<file path="src/rtl/dpu_mac_feeder.sv">
// Operand sequencer for the 2x2 MAC array: buffers weights/activations, issues K
// accumulation steps over a valid/done handshake and publishes the final accumulators.
module dpu_mac_feeder #(
  parameter int DEPTH   = 16,
  parameter int AW      = 4,
  parameter int TIMEOUT = 255
) (
  input  logic               clk,
  input  logic               rst_n,
  input  logic               start,
  input  logic [AW:0]        k_len,
  input  logic               wbuf_we,
  input  logic [AW-1:0]      wbuf_addr,
  input  logic [31:0]        wbuf_wdata,
  input  logic               abuf_we,
  input  logic [AW-1:0]      abuf_addr,
  input  logic [15:0]        abuf_wdata,
  output logic               mac_valid,
  output logic signed [7:0]  mac_w00,
  output logic signed [7:0]  mac_w01,
  output logic signed [7:0]  mac_w10,
  output logic signed [7:0]  mac_w11,
  output logic signed [7:0]  mac_a0,
  output logic signed [7:0]  mac_a1,
  output logic signed [31:0] mac_acc0_in,
  output logic signed [31:0] mac_acc1_in,
  input  logic signed [31:0] mac_acc0_out,
  input  logic signed [31:0] mac_acc1_out,
  input  logic               mac_done,
  output logic               busy,
  output logic               done,
  output logic signed [31:0] acc0_res,
  output logic signed [31:0] acc1_res,
  output logic               err
);
  // state  | meaning
  // IDLE   | waiting for start; buffers writable
  // ISSUE  | mac_valid pulse with operands stable
  // WAIT   | waiting for mac_done, timeout counter running
  // FINISH | done pulse; acc*_res already hold the results
  localparam logic [1:0] S_IDLE   = 2'd0;
  localparam logic [1:0] S_ISSUE  = 2'd1;
  localparam logic [1:0] S_WAIT   = 2'd2;
  localparam logic [1:0] S_FINISH = 2'd3;

  localparam int TW = $clog2(TIMEOUT + 1);
  localparam logic [TW-1:0] TO_LOAD = TW'(TIMEOUT);

  logic [1:0]         state;
  logic [AW:0]        k_reg;
  logic [AW:0]        idx;
  logic [AW:0]        idx_nxt;
  logic [AW:0]        k_eff;
  logic [TW-1:0]      tcnt;
  logic signed [31:0] acc0;
  logic signed [31:0] acc1;
  logic [AW-1:0]      rd_addr;
  logic [31:0]        rd_w;
  logic [15:0]        rd_a;

  logic [31:0] wbuf [DEPTH];
  logic [15:0] abuf [DEPTH];

  // Register files are not reset; writes land only while idle.
  always_ff @(posedge clk) begin
    if (wbuf_we && state == S_IDLE) wbuf[wbuf_addr] <= wbuf_wdata;
    if (abuf_we && state == S_IDLE) abuf[abuf_addr] <= abuf_wdata;
  end

  assign k_eff   = (k_len > (AW+1)'(DEPTH)) ? (AW+1)'(DEPTH) : k_len;
  assign idx_nxt = idx + (AW+1)'(1);

  always_comb begin
    rd_addr = '0;
    if (state == S_WAIT) rd_addr = idx_nxt[AW-1:0];
  end

  assign rd_w = wbuf[rd_addr];
  assign rd_a = abuf[rd_addr];

  assign mac_valid = (state == S_ISSUE);
  assign done      = (state == S_FINISH);
  assign busy      = (state != S_IDLE);

  always_ff @(posedge clk or negedge rst_n) begin
    if (!rst_n) begin
      state       <= S_IDLE;
      k_reg       <= '0;
      idx         <= '0;
      tcnt        <= '0;
      acc0        <= '0;
      acc1        <= '0;
      mac_w00     <= '0;
      mac_w01     <= '0;
      mac_w10     <= '0;
      mac_w11     <= '0;
      mac_a0      <= '0;
      mac_a1      <= '0;
      mac_acc0_in <= '0;
      mac_acc1_in <= '0;
      acc0_res    <= '0;
      acc1_res    <= '0;
      err         <= 1'b0;
    end else begin
      case (state)
        S_IDLE: begin
          if (start) begin
            k_reg <= k_eff;
            idx   <= '0;
            acc0  <= '0;
            acc1  <= '0;
            err   <= 1'b0;
            if (k_eff == '0) begin
              acc0_res <= '0;
              acc1_res <= '0;
              state    <= S_FINISH;
            end else begin
              mac_w00     <= $signed(rd_w[7:0]);
              mac_w01     <= $signed(rd_w[15:8]);
              mac_w10     <= $signed(rd_w[23:16]);
              mac_w11     <= $signed(rd_w[31:24]);
              mac_a0      <= $signed(rd_a[7:0]);
              mac_a1      <= $signed(rd_a[15:8]);
              mac_acc0_in <= '0;
              mac_acc1_in <= '0;
              state       <= S_ISSUE;
            end
          end
        end
        S_ISSUE: begin
          tcnt  <= TO_LOAD;
          state <= S_WAIT;
        end
        S_WAIT: begin
          if (mac_done) begin
            acc0 <= mac_acc0_out;
            acc1 <= mac_acc1_out;
            idx  <= idx_nxt;
            if (idx_nxt == k_reg) begin
              acc0_res <= mac_acc0_out;
              acc1_res <= mac_acc1_out;
              state    <= S_FINISH;
            end else begin
              mac_w00     <= $signed(rd_w[7:0]);
              mac_w01     <= $signed(rd_w[15:8]);
              mac_w10     <= $signed(rd_w[23:16]);
              mac_w11     <= $signed(rd_w[31:24]);
              mac_a0      <= $signed(rd_a[7:0]);
              mac_a1      <= $signed(rd_a[15:8]);
              mac_acc0_in <= mac_acc0_out;
              mac_acc1_in <= mac_acc1_out;
              state       <= S_ISSUE;
            end
          end else if (tcnt == '0) begin
            // Timed out: publish whatever has accumulated so far.
            err      <= 1'b1;
            acc0_res <= acc0;
            acc1_res <= acc1;
            state    <= S_FINISH;
          end else begin
            tcnt <= tcnt - TW'(1);
          end
        end
        S_FINISH: state <= S_IDLE;
        default:  state <= S_IDLE;
      endcase
    end
  end

endmodule

</file>
<file path="config.mk">
export PLATFORM = sky130hd
export DESIGN_NAME = dpu_mac_feeder
export DESIGN_NICKNAME = d
export VERILOG_FILES = /design/src/rtl/dpu_mac_feeder.sv
export SDC_FILE = /design/constraint.sdc
export NUM_CORES = 1
export LEC_CHECK = 0
export CAP_MARGIN = 20
export CORE_MARGIN = 8
export CORE_UTILIZATION = 50
export CTS_CLUSTER_DIAMETER = 40
export CTS_CLUSTER_SIZE = 12
export DETAILED_ROUTE_END_ITERATION = 10
export PLACE_DENSITY = 0.7
export SLEW_MARGIN = 0
export SYNTH_ARGS = -nofsm -noshare
export SYNTH_HDL_FRONTEND = slang
export SYNTH_SLANG_ARGS = --single-unit
</file>
<file path="constraint.sdc">
create_clock -name clk -period 11.01 [get_ports clk]
set_input_delay 2.202 -clock clk [delete_from_list [all_inputs] [get_ports clk]]
set_output_delay 2.202 -clock clk [all_outputs]
set_load 0.02 [all_outputs]
</file>
==> results.txt <==
----------------------------------------------------
[Flow run]
  Max-cap violation count ... 0

[CTS]
  Setup fix buffers added after clock tree synthesis ... 0
  Number of gates resized after CTS ... 0
  TritonCTS clock tree ... done
  Library cell used as clock root buffer ... sky130_fd_sc_hd__clkbuf_16
  Clock slew at the register clock pins of the worst setup and hold paths ... 0.05 ns
  Skew-Pair Late Insertion Delay ... 0.72 ns
  Total number of clock tree sinks ... 1,029
  Cts-stage hold buffer count ... 0
  Maximum root-to-sink buffer count ... 3
  CTS Buf Count ... 134
  H-tree lvl count ... 4

[Critical path]
  Worst reg2reg path endpoint ... mac_w00[5]
  Critical Path Start Type ... flip-flop
  Slack of the worst reg-to-reg path ... 6.10 ns
  Critical path buffers and inverters ... 3
  Arrival @ worst endpoint ... 5.49 ns
  Type of element capturing the critical path ... flip-flop
  Crit path from ... idx[0]
  CP Class ... flip-flop to flip-flop
  Slowest stage delay, CP ... 0.99 ns
  List of cells traversed by the critical path ... buf_4 > buf_12 > buf_4 > mux2i_1 > a211oi_1 > a32oi_1 > mux2i_1 > mux2_2
  R2R Path Start ... idx[0]
  Critical path data required time ... 11.59 ns
  Worst Reg2Reg Path Length in Cells ... 8
  CP delay by family, top ... buffers and inverters
  CP max-delay cell ... sky130_fd_sc_hd__dfrtp_4
  Capturing element of the worst setup path ... mac_w00[5]
  Maximum net fanout on the critical path ... 185
  Worst path depth ... 8

[Floorplanning]
  Row Count ... 109
  Area inside the core boundary ... 0.0880 mm^2
  Starting utilization of the core area ... 0.503
  DIE WIDTH ... 313 um
  Die Footprint ... 0.0982 mm^2
  Top-Level Pins ... 311
  Overall die height ... 313 um

[Global route]
  Maximum number of pins on one net before global-route repair ... 186
  Total global routing overflow ... 0
  Number of global-route vias before repair ... 28,900
  Antenna violations before repair ... 7
  Total routing resource utilization after global routing ... 0.233
  First-pass GRT wire length ... 177 mm

[Synthesis]
  Sequential-to-total area share from yosys stat ... 0.669
  Library cells used by synthesis ... 54
  Post-synth top cells ... sky130_fd_sc_hd__edfxtp_1, sky130_fd_sc_hd__mux2i_1, sky130_fd_sc_hd__dfrtp_1
  Fraction of registers with async set/reset ... 0.254
  Average cell area after synthesis ... 14.1 um^2
  Cell type contributing the most total cell area after synthesis ... sky130_fd_sc_hd__edfxtp_1
  Top cells by area, synth ... sky130_fd_sc_hd__edfxtp_1, sky130_fd_sc_hd__dfrtp_1, sky130_fd_sc_hd__mux2i_1
  Syn_nets ... 3,276
  Fraction of synthesized cell area taken by the top area cell type ... 0.521
  Number of synthesized flops with an enable pin ... 768
  Main flop type after synthesis ... sky130_fd_sc_hd__edfxtp_1
  Most frequently used cell type in the post-synthesis netlist ... sky130_fd_sc_hd__edfxtp_1
  Total number of yosys warnings ... 0
  Cell area after technology mapping ... 0.0442 mm^2
  Number of synthesized register bits ... 1,029
  Count of mapped cells out of synthesis ... 3,142

[Placement]
  Final GP Congestion ... 0.785
  Post-Place Cell Area ... 0.0484 mm^2
  Sum of net half-perimeters after detailed placement ... 64.5 mm
  Port Buffer Count ... 310

[Timing]
  RSZ-0062 raised after global routing ... no
  Highest clock rate ... 0.204 GHz
  Final hold violation count ... 0
  Max Transition Viols Final ... 0
  Setup violations, final ... 0
  Worst Skew ... 0.0261 ns
  Headroom to the max-slew limit ... 0.261
  Least-Margin Pin Slew ... 1.11 ns
  Shortest period the worst path allows ... 4.91 ns
  Aggregate negative setup slack ... 0 ns
  Portion of the clock cycle consumed by the worst path in the final layout ... 0.446

[Finish]
  Largest registers ... wbuf: 512 flops, abuf: 256 flops
  Flip-flop count of the largest register, all copies and words added ... 512
  Nets ... 3,532
  Post-route standard cell area excluding fillers ... 0.0529 mm^2
  Layout-stage area growth over the synthesis result ... 19.6%
  Register with the highest flop count ... wbuf
  Fraction of final layout cells with drive strength greater than 1 ... 0.132

[Run status]
  Status ... finished clean

[Drt]
  Via-to-Cell Ratio ... 6.04
  Initial DRC Count ... 3,145
  Total wirelength of the detailed-routed design ... 118 mm
  Count of nets left with antenna violations after detail routing ... 0
  Number of remaining DRC errors ... 0
  Detailed-router iteration count before antenna repair ... 6
  Count of vias placed by the detailed router ... 28,300
  Detailed-route wire length per cell ... 25.3 um

[Pwr]
  Power per unit of standard cell area ... 263 mW/mm^2
  Peak supply drop ... 0.000210 V
  Static leakage ... 0.0181 uW
  Tot Pwr ... 13,900 uW

[Hold path]
  Class of the tightest hold or removal check ... flip-flop to flip-flop

----------------------------------------------------
==> through the flow <==
stage | setup WS (ns) | util | instances | hold slack [ns]
3_3_place_gp | 5.65 | 0.549 | 4422 | 0.462
5_1_grt | 5.81 | 0.601 | 4672 | 0.503
3_5_place_dp | 5.58 | 0.550 | 4424 | 0.470
2_1_floorplan | 5.70 | - | 3142 | 0.449
4_1_cts | 6.14 | 0.600 | 4667 | 0.482
6_report | 6.10 | 0.601 | 4674 | 0.478
==> area by class of cell <==
cell class	count	area (um^2)
antenna	4	10.0
inverter	70	265
tap	1165	1460
clock buffer	162	3590
fill	6497	35100
multi-input combinational	1783	13400
sequential	1029	29600
timing repair buffer	380	3730
clock inverter	81	832
==> worst min-delay path, cell delays in order, from the launching register on <==
cell and delay [ns]:
sky130_fd_sc_hd__dfrtp_1 0.34, sky130_fd_sc_hd__nand2_1 0.04, sky130_fd_sc_hd__o21ai_0 0.06
==> cells by family (layout without fill, tap and decap cells) <==
group                      count (synthesis)  after routing  share of synthesized area
and+or+nand+nor                          761            761                      0.102
adders and majority gates                  3              3                   0.000849
AOI/OAI and AO/OA                        568            568                     0.0880
DFF                                     1029           1029                      0.669
muxes                                    436            436                      0.104
buffers and inverters                    330            693                     0.0324
xor gates and xnor gates                  15             15                    0.00328
other                                      0              4                          0
==> placed cells by master, fill, tap and decap left out, types with 19 or more instances in the layout <==
cell type                         instances
sky130_fd_sc_hd__a211oi_1                96
sky130_fd_sc_hd__a22oi_1                 47
sky130_fd_sc_hd__a2bb2oi_1               47
sky130_fd_sc_hd__a32o_1                  47
sky130_fd_sc_hd__and2_1                  48
sky130_fd_sc_hd__buf_4                   65
sky130_fd_sc_hd__clkbuf_1                19
sky130_fd_sc_hd__clkbuf_16              138
sky130_fd_sc_hd__clkdlybuf4s50_1        308
sky130_fd_sc_hd__clkinv_2                22
sky130_fd_sc_hd__dfrtp_1                258
sky130_fd_sc_hd__edfxtp_1               768
sky130_fd_sc_hd__inv_1                   69
sky130_fd_sc_hd__mux2_1                  25
sky130_fd_sc_hd__mux2_2                 128
sky130_fd_sc_hd__mux2i_1                275
sky130_fd_sc_hd__nand2_1                186
sky130_fd_sc_hd__nor2_1                  85
sky130_fd_sc_hd__nor2b_1                193
sky130_fd_sc_hd__nor4b_1                192
sky130_fd_sc_hd__o21ai_0                232
sky130_fd_sc_hd__o21ai_1                 19
sky130_fd_sc_hd__o221ai_1                47
==> layer usage <==
metal	up-vias	share of wire	track usage
li1	12500	-	-
met1	14300	0.41	0.308
met2	1274	0.47	0.378
met3	214	0.083	0.0514
met4	2	0.031	0.0856
met5	-	0.000085	0
==> report_power, final <==
part	leakage, uW	switching [uW]	internal [uW]
registers	0.0103	310	4640
clock network	0.00215	1660	2610
logic	0.00563	2840	1850
total	0.0181	4810	9100
==> worst min-delay path by stage <==
stage	endpoint	slack [ns]	start	depth (start not counted)
finish	acc1[30]	0.48	acc1[30]	2
global route	acc1[30]	0.50	acc1[30]	2
CTS	acc0[7]	0.48	acc0[7]	2
detailed placement	acc1[30]	0.47	acc1[30]	2
global placement	acc0[1]	0.46	acc0[1]	2
floorplan	acc0[0]	0.45	acc0[0]	2
No activity file was read; power rests on OpenSTA's default activity.
